`config.mk`:
```
export PLATFORM = sky130hd
export DESIGN_NAME = dmem_display_scanner
export DESIGN_NICKNAME = d
export VERILOG_FILES = /design/src/rtl/dmem_display_scanner.sv
export SDC_FILE = /design/constraint.sdc
export NUM_CORES = 1
export LEC_CHECK = 0
export CAP_MARGIN = 20
export CORE_ASPECT_RATIO = 1.75
export CORE_MARGIN = 2
export CORE_UTILIZATION = 59
export CTS_CLUSTER_DIAMETER = 150
export DETAILED_ROUTE_END_ITERATION = 8
export PLACE_DENSITY_LB_ADDON = 0.15
export SYNTH_ARGS = -nofsm -noshare
export SYNTH_HDL_FRONTEND = slang
export SYNTH_SLANG_ARGS = --single-unit
```
`constraint.sdc`:
```
create_clock -name clk -period 2.4 [get_ports clk]
set_input_delay 0.48 -clock clk [delete_from_list [all_inputs] [get_ports clk]]
set_output_delay 0.48 -clock clk [all_outputs]
set_load 0.05 [all_outputs]
```
`src/rtl/dmem_display_scanner.sv`:
```
// dmem_display_scanner
//   Debug front-end for the processor board. Drives the data-memory read
//   address (auto-scanning all 16 locations, or frozen/stepped by the user),
//   captures the returned byte every cycle and multiplexes address and data
//   onto a 4-digit common-anode seven-segment display. Read-only observer.
//
// Ports
//   clk           system clock, rising edge
//   reset         asynchronous active-low reset
//   hold          async: 1 freezes the address and enables manual stepping
//   step          async: rising edge advances the address while hold is set
//   data_on_dmem  byte read back for addr_on_dmem (combinational read)
//   addr_on_dmem  dmem address being observed
//   an            digit anodes, active-low, bit 3 = leftmost digit
//   seg           segments, active-low, bit0 = a .. bit6 = g
//   dp            decimal point, active-low
//
// Display layout (left to right): address, blank with dp, data[7:4], data[3:0].

module dmem_display_scanner #(
  parameter int unsigned DWELL_CYCLES   = 100_000_000,
  parameter int unsigned REFRESH_CYCLES = 100_000
) (
  input  logic       clk,
  input  logic       reset,
  input  logic       hold,
  input  logic       step,
  input  logic [7:0] data_on_dmem,
  output logic [3:0] addr_on_dmem,
  output logic [3:0] an,
  output logic [6:0] seg,
  output logic       dp
);

  localparam int unsigned DwellW   = (DWELL_CYCLES > 1) ? $clog2(DWELL_CYCLES) : 1;
  localparam int unsigned RefreshW = (REFRESH_CYCLES > 1) ? $clog2(REFRESH_CYCLES) : 1;
  localparam logic [DwellW-1:0]   DwellLast   = DwellW'(DWELL_CYCLES - 1);
  localparam logic [RefreshW-1:0] RefreshLast = RefreshW'(REFRESH_CYCLES - 1);

  // Synchronizers and step edge detect
  logic hold_s1_q, hold_s2_q;
  logic step_s1_q, step_s2_q, step_prev_q;
  logic step_pulse_q;

  // Scan and refresh state
  logic [DwellW-1:0]   dwell_q, dwell_d;
  logic [3:0]          addr_q, addr_d;
  logic [RefreshW-1:0] refresh_q, refresh_d;
  logic [1:0]          digit_sel_q, digit_sel_d;
  logic [7:0]          data_q;

  // Registered display outputs
  logic [3:0] an_q, an_d;
  logic [6:0] seg_q, seg_d;
  logic       dp_q, dp_d;

  function automatic logic [6:0] hex7(input logic [3:0] v);
    logic [6:0] s;
    unique case (v)
      4'h0: s = 7'h40;
      4'h1: s = 7'h79;
      4'h2: s = 7'h24;
      4'h3: s = 7'h30;
      4'h4: s = 7'h19;
      4'h5: s = 7'h12;
      4'h6: s = 7'h02;
      4'h7: s = 7'h78;
      4'h8: s = 7'h00;
      4'h9: s = 7'h10;
      4'hA: s = 7'h08;
      4'hB: s = 7'h03;
      4'hC: s = 7'h46;
      4'hD: s = 7'h21;
      4'hE: s = 7'h06;
      4'hF: s = 7'h0E;
      default: s = 7'h7F;
    endcase
    return s;
  endfunction

  always_ff @(posedge clk or negedge reset) begin
    if (!reset) begin
      hold_s1_q    <= 1'b0;
      hold_s2_q    <= 1'b0;
      step_s1_q    <= 1'b0;
      step_s2_q    <= 1'b0;
      step_prev_q  <= 1'b0;
      step_pulse_q <= 1'b0;
    end else begin
      hold_s1_q    <= hold;
      hold_s2_q    <= hold_s1_q;
      step_s1_q    <= step;
      step_s2_q    <= step_s1_q;
      step_prev_q  <= step_s2_q;
      step_pulse_q <= step_s2_q & ~step_prev_q;
    end
  end

  // Hold has priority over the dwell terminal count; a step pulse only counts
  // while the synchronized hold is still high in the cycle it is consumed.
  always_comb begin
    dwell_d = dwell_q;
    addr_d  = addr_q;
    if (hold_s2_q) begin
      dwell_d = '0;
      if (step_pulse_q) begin
        addr_d = addr_q + 4'd1;
      end
    end else if (dwell_q == DwellLast) begin
      dwell_d = '0;
      addr_d  = addr_q + 4'd1;
    end else begin
      dwell_d = dwell_q + DwellW'(1);
    end
  end

  always_comb begin
    refresh_d   = refresh_q + RefreshW'(1);
    digit_sel_d = digit_sel_q;
    if (refresh_q == RefreshLast) begin
      refresh_d   = '0;
      digit_sel_d = digit_sel_q + 2'd1;
    end
  end

  always_comb begin
    an_d  = ~(4'b0001 << digit_sel_q);
    seg_d = 7'h7F;
    dp_d  = 1'b1;
    unique case (digit_sel_q)
      2'd0: seg_d = hex7(data_q[3:0]);
      2'd1: seg_d = hex7(data_q[7:4]);
      2'd2: dp_d  = 1'b0;
      2'd3: seg_d = hex7(addr_q);
      default: seg_d = 7'h7F;
    endcase
  end

  always_ff @(posedge clk or negedge reset) begin
    if (!reset) begin
      dwell_q     <= '0;
      addr_q      <= 4'd0;
      refresh_q   <= '0;
      digit_sel_q <= 2'd0;
      data_q      <= 8'd0;
      an_q        <= 4'hF;
      seg_q       <= 7'h7F;
      dp_q        <= 1'b1;
    end else begin
      dwell_q     <= dwell_d;
      addr_q      <= addr_d;
      refresh_q   <= refresh_d;
      digit_sel_q <= digit_sel_d;
      // Captured every cycle so processor writes show up without a rescan
      data_q      <= data_on_dmem;
      an_q        <= an_d;
      seg_q       <= seg_d;
      dp_q        <= dp_d;
    end
  end

  assign addr_on_dmem = addr_q;
  assign an           = an_q;
  assign seg          = seg_q;
  assign dp           = dp_q;

endmodule

```
== Word-level counts from Yosys, hierarchy flattened ==
Memories as Yosys holds them, arrays and structs flattened.
Index checks and enable logic that the tools add are counted.
Word-level totals
  register bits: 76
  ROM bits: 336
  input bits: 12
  output and inout port bits: 16
  logic and storage cells: 42
  memories kept: 3
Operators by class
  $add $sub $neg: 4
  equality and inequality tests: 6
  shift operators: 1
  mux-type cells: 8
  bitwise logic cells: 3
  reductions and logical operators: 3
Memory list
  (name not given): depth 16, width 7, rd ports 1, clocked after Yosys merged registers in 0, wr ports 0, RTL line 59  | unique case (v)
  (name not given): depth 16, width 7, rd ports 1, clocked after Yosys merged registers in 0, wr ports 0, RTL line 59
  (name not given): depth 16, width 7, rd ports 1, clocked after Yosys merged registers in 0, wr ports 0, RTL line 59
Operators by type and width (number)
  2-to-1 mux 27 bit: 2
  adder 27 x 1 -> 27 bit (second input constant): 1
  equality test 27 bit (second input constant): 1
  case mux 7 bit (3 select lines): 1
  adder 17 x 1 -> 17 bit (second input constant): 1
  equality test 17 bit (second input constant): 1
  2-to-1 mux 17 bit: 1
  2-to-1 mux 4 bit: 3
  adder 4 x 1 -> 4 bit (second input constant): 1
  equality test 2 bit (second input constant): 2
  NOT 4 bit: 1
  << shifter 1 x 2 -> 4 bit (first input constant): 1
  adder 2 x 1 -> 2 bit (second input constant): 1
  equality test 2 x 1 -> 1 bit (second input constant): 1
  zero test 2 bit: 1
  != test 2 x 1 -> 1 bit (second input constant): 1
  AND reduction 2 bit: 1
  nonzero test 2 bit: 1
  AND 1 bit: 1
  2-to-1 mux 1 bit: 1
  NOT 1 bit: 1

== Longest topological paths before layout ==
  depth after elaboration: 3
  gate-level depth with buffers: 7
  gate-level depth less buffers: 6

== Worst setup path before layout ==
OpenSTA, ideal clock, no wires.
  path kind: register to register
  from: register addr_q[0], in the netlist addr_on_dmem[0]
  to: register seg_q[3], in the netlist seg[3]
  library setup time: 0.087 ns
  arrival: 1.858 ns
  data required time: 2.313 ns
  slack: 0.454 ns
  stages on the path, launching flop included: 7
  buffers on the path: 0
  period minus slack after synthesis: 1.946 ns
  cell sequence: dfrtp_1 inv_1 ha_1 inv_1 mux4_2 nand2_1 nand3_1
Between the ends
  longest elaborated chain between the ends: 2
RTL lines
  from (decl): RTL line 47  | logic [3:0] addr_q, addr_d;
  from (signal assigned): RTL line 151  | addr_q <= addr_d;
  memory (16 x 7 bit)
  case mux 7 bit (3 select lines): RTL line 130  | unique case (digit_sel_q)
  via seg_d[3]: RTL line 54  | logic [6:0] seg_q, seg_d;
  to (signal assigned): RTL line 157  | seg_q <= seg_d;
  to (decl): RTL line 54
The timed path passes the listed nets, and every way through them passes these cells.
A chain may end at the register's enable or synchronous reset.

== Worst setup path after layout ==
  from: register addr_q[0], in the netlist addr_on_dmem[0]
  to: output addr_on_dmem[0]
RTL lines
  to (decl): RTL line 29  | output logic [3:0] addr_on_dmem,
No word-level cell between the ends.

==> impl_metrics.tcl <==
set metrics [dict create \
    fin_crit_sh 0.916 \
    crit_fanout 8 \
    die_y_um 114 \
    slew_violations 0 \
    finalNetCount 478 \
    yosys-top-cells-area "dfrtp_1 39%, ha_1 8.5%, dfstp_2 7.0%" \
    post_cts_buffers 0 \
    grtUsageMet1 0.260 \
    netlist_instances 411 \
    synth_xor_area_frac 0.0598 \
    place.gp.congestion 0.789 \
    yosys.area_share.adder 0.0854 \
    synth-async-reset-ratio 1.00 \
    rows 40 \
    ant_nets 0 \
    path_clk_slew_ns 0.05 \
    numCtsBuffers 9 \
    crit_type "register to output pin" \
    setup_slack_ns 0.202 \
    worst_pin_slew_ns 0.511 \
    power.density_mw_per_mm2 693 \
    synthMuxAreaShare 0.0363 \
    yosys.area.top_type "dfrtp_1" \
    max-cap-violations 0 \
    antenna_found_initial 0 \
    setup_violations 0 \
    synth_edf_count 0 \
    p_leak_nw 1.97 \
    fill_cells 555 \
    busiest_layer "met2" \
    antenna_cells 0 \
    cp_slowest_stage_delay_ns 0.87 \
    fin_crit_ns 2.20 \
    grt_usage 0.245 \
    cp-end-kind "output pin" \
    overflow 0 \
    routed_via_density 5.91 \
    max_freq_mhz 455 \
    num_vias 3108 \
    regToRegSetupSlack_ns 0.34 \
    ys_seq_elements 75 \
    drcViolationCount 0 \
    synth-warning-count 0 \
    dieArea_sq_mm 0.00766 \
    hpwl_um 5990 \
    total_power_w 0.00328 \
    initial_core_util 0.602 \
    clock-sinks 75 \
    avgSynthCellArea_sq_um 9.98 \
    synth-seq-area-share 0.461 \
    htreeDepth 3 \
    cts_buffer_depth 2 \
    grt_use_met3 0.0531 \
    cpLargestDelayFamily "buffers and inverters" \
    cp.required_ns 1.92 \
    synth.distinct_cells 50 \
    detail_route.wl_per_cell_um 15.8 \
    crit_slowest_cell "clkdlybuf4s50_1" \
    cts_root_buf "clkbuf_16" \
    clock_skew_ns 0.00492 \
    synth_ff_type "dfrtp_1" \
    drtPass1Iterations 4 \
    path_buf_inv 1 \
    ios 28 \
    chipWidth_um 67.0 \
    first_iter_violations 126 \
    dp_slack_ns 0.340 \
    synthToLayoutAreaGrowth_pct 15.5 \
    ir_worst_vdd_v 0.000504 \
    totalWireLength_um 8290 \
    syn_nets 451 \
    crit_arrival_ns 1.72 \
    hp-class "input port to async pin" \
    grt_pass1_vias 3102 \
    synth-simple-area-share 0.211 \
    hold_viol 0 \
    grt_start_max_net_pins 48 \
    setup_tns_ns 0 \
    cts_tree "built" \
    status "completed" \
    clock_latency_ns 0.34 \
    grt_pass1_wl_um 14000 \
    drive_gt1_frac 0.0973 \
    synth_top_family_by_area "simple AND/OR/NAND/NOR gates" \
    synth_area_sq_mm 0.00410 \
    crit_chain "clkdlybuf4s50_1" \
    portBuffers 27 \
    synth_compound_area_frac 0.107 \
    max_slew_margin 0.658 \
    use_met2 0.438 \
    rsz0062_at_grt "no" \
    crit_path_start_kind "register" \
    coreArea_sq_mm 0.00681 \
    synth_top_area_share 0.391 \
    holdWs_ns 0.0641 \
]
-- cells by family (layout without fill, tap and decap cells) --
logic type / Yosys count / in the layout
flip-flops: 75 / 75
XOR/XNOR: 28 / 28
adder cells (fa/ha/maj): 28 / 28
AO/OA/AOI/OAI: 73 / 73
multiplexers: 12 / 12
AND/OR/NAND/NOR: 156 / 156
buffers and inverters: 39 / 70
-- per-layer routing --
layer / up-vias / wire, um
met4: 0 / 281
met5: - / 0
met1: 1510 / 3170
met3: 21 / 225
met2: 53 / 4610
li1: 1524 / -
-- state kept, by name, summed over array words and instances (netlist names) --
register	flops
hold_s2_q	1
digit_sel_q	2
addr_on_dmem	4
step_pulse_q	1
dwell_q	27
refresh_q	17
data_q	8
seg	7
hold_s1_q	1
step_s2_q	1
step_prev_q	1
an	4
step_s1_q	1
-- what timing repair did --
item / 4_1_cts / 5_1_grt
hold buffers: 0 / 0
gates resized for setup: 0 / 1
endpoints found under the setup margin: 0 / 1
-- synthesized netlist by cell type (8+ instances only) --
library cell / instances
ha_1: 28
nand2_1: 23
nor2_1: 28
or3_1: 8
dfstp_2: 11
nand2b_1: 9
nand3_1: 18
a21oi_1: 29
clkbuf_1: 12
dfrtp_1: 64
nor3_1: 11
inv_1: 21
xnor2_1: 21
o21ai_0: 19
nor4_1: 8
nand4_1: 12
-- power by group --
part,total (W),switching [W],internal (W)
Clock,0.00125,0.000473,0.000774
Combinational,0.000626,0.000384,0.000242
Sequential,0.00141,0.0000815,0.00133
-- cells in the final DEF, fill, tap and decap left out, types with 3 or more instances in the layout --
cell type	count
a21oi_1	29
and2_1	4
and4_1	6
buf_4	7
clkbuf_16	9
clkbuf_8	3
clkdlybuf4s50_1	25
dfrtp_1	64
dfstp_2	11
ha_1	28
inv_1	21
mux2_2	3
mux2i_1	7
nand2_1	23
nand2b_1	9
nand3_1	18
nand3b_1	3
nand4_1	12
nor2_1	28
nor2b_1	6
nor3_1	11
nor3b_1	4
nor4_1	8
o211ai_1	5
o21ai_0	19
o31ai_1	5
or3_1	8
or4_1	7
xnor2_1	21
xor2_1	7
-- final cells by class --
type	count	area (sq um)	share of cell area
multi-input cells	297	2050	0.432
flip-flops and latches	75	1890	0.399
repair buffers	34	335	0.0708
clock buffers	13	270	0.0571
well taps	84	105	0.0222
inverters	21	78.8	0.0166
clock inverters	2	10.0	0.00211
-- through the flow --
stage | instances | utilization | area, sq um
finish | 526 | 0.696 | 4740
floorplan | 411 | - | 4100
detailed placement | 511 | 0.654 | 4450
global route | 526 | 0.696 | 4740
global placement | 511 | 0.654 | 4450
CTS | 526 | 0.696 | 4730
-- final timing paths --
kind | from | endpoint | depth (start not counted)
hold / removal | reset | data_q[6] | 1
setup reg to reg | dwell_q[0] | dwell_q[22] | 5
min in group clk | hold_s1_q | hold_s2_q | 0
hold reg to reg | hold_s1_q | hold_s2_q | 0
max in group asynchronous | reset | an[2] | 2
setup / recovery | addr_on_dmem[0] | addr_on_dmem[0] | 1
Note: power is estimated with default switching activity, not from simulation.
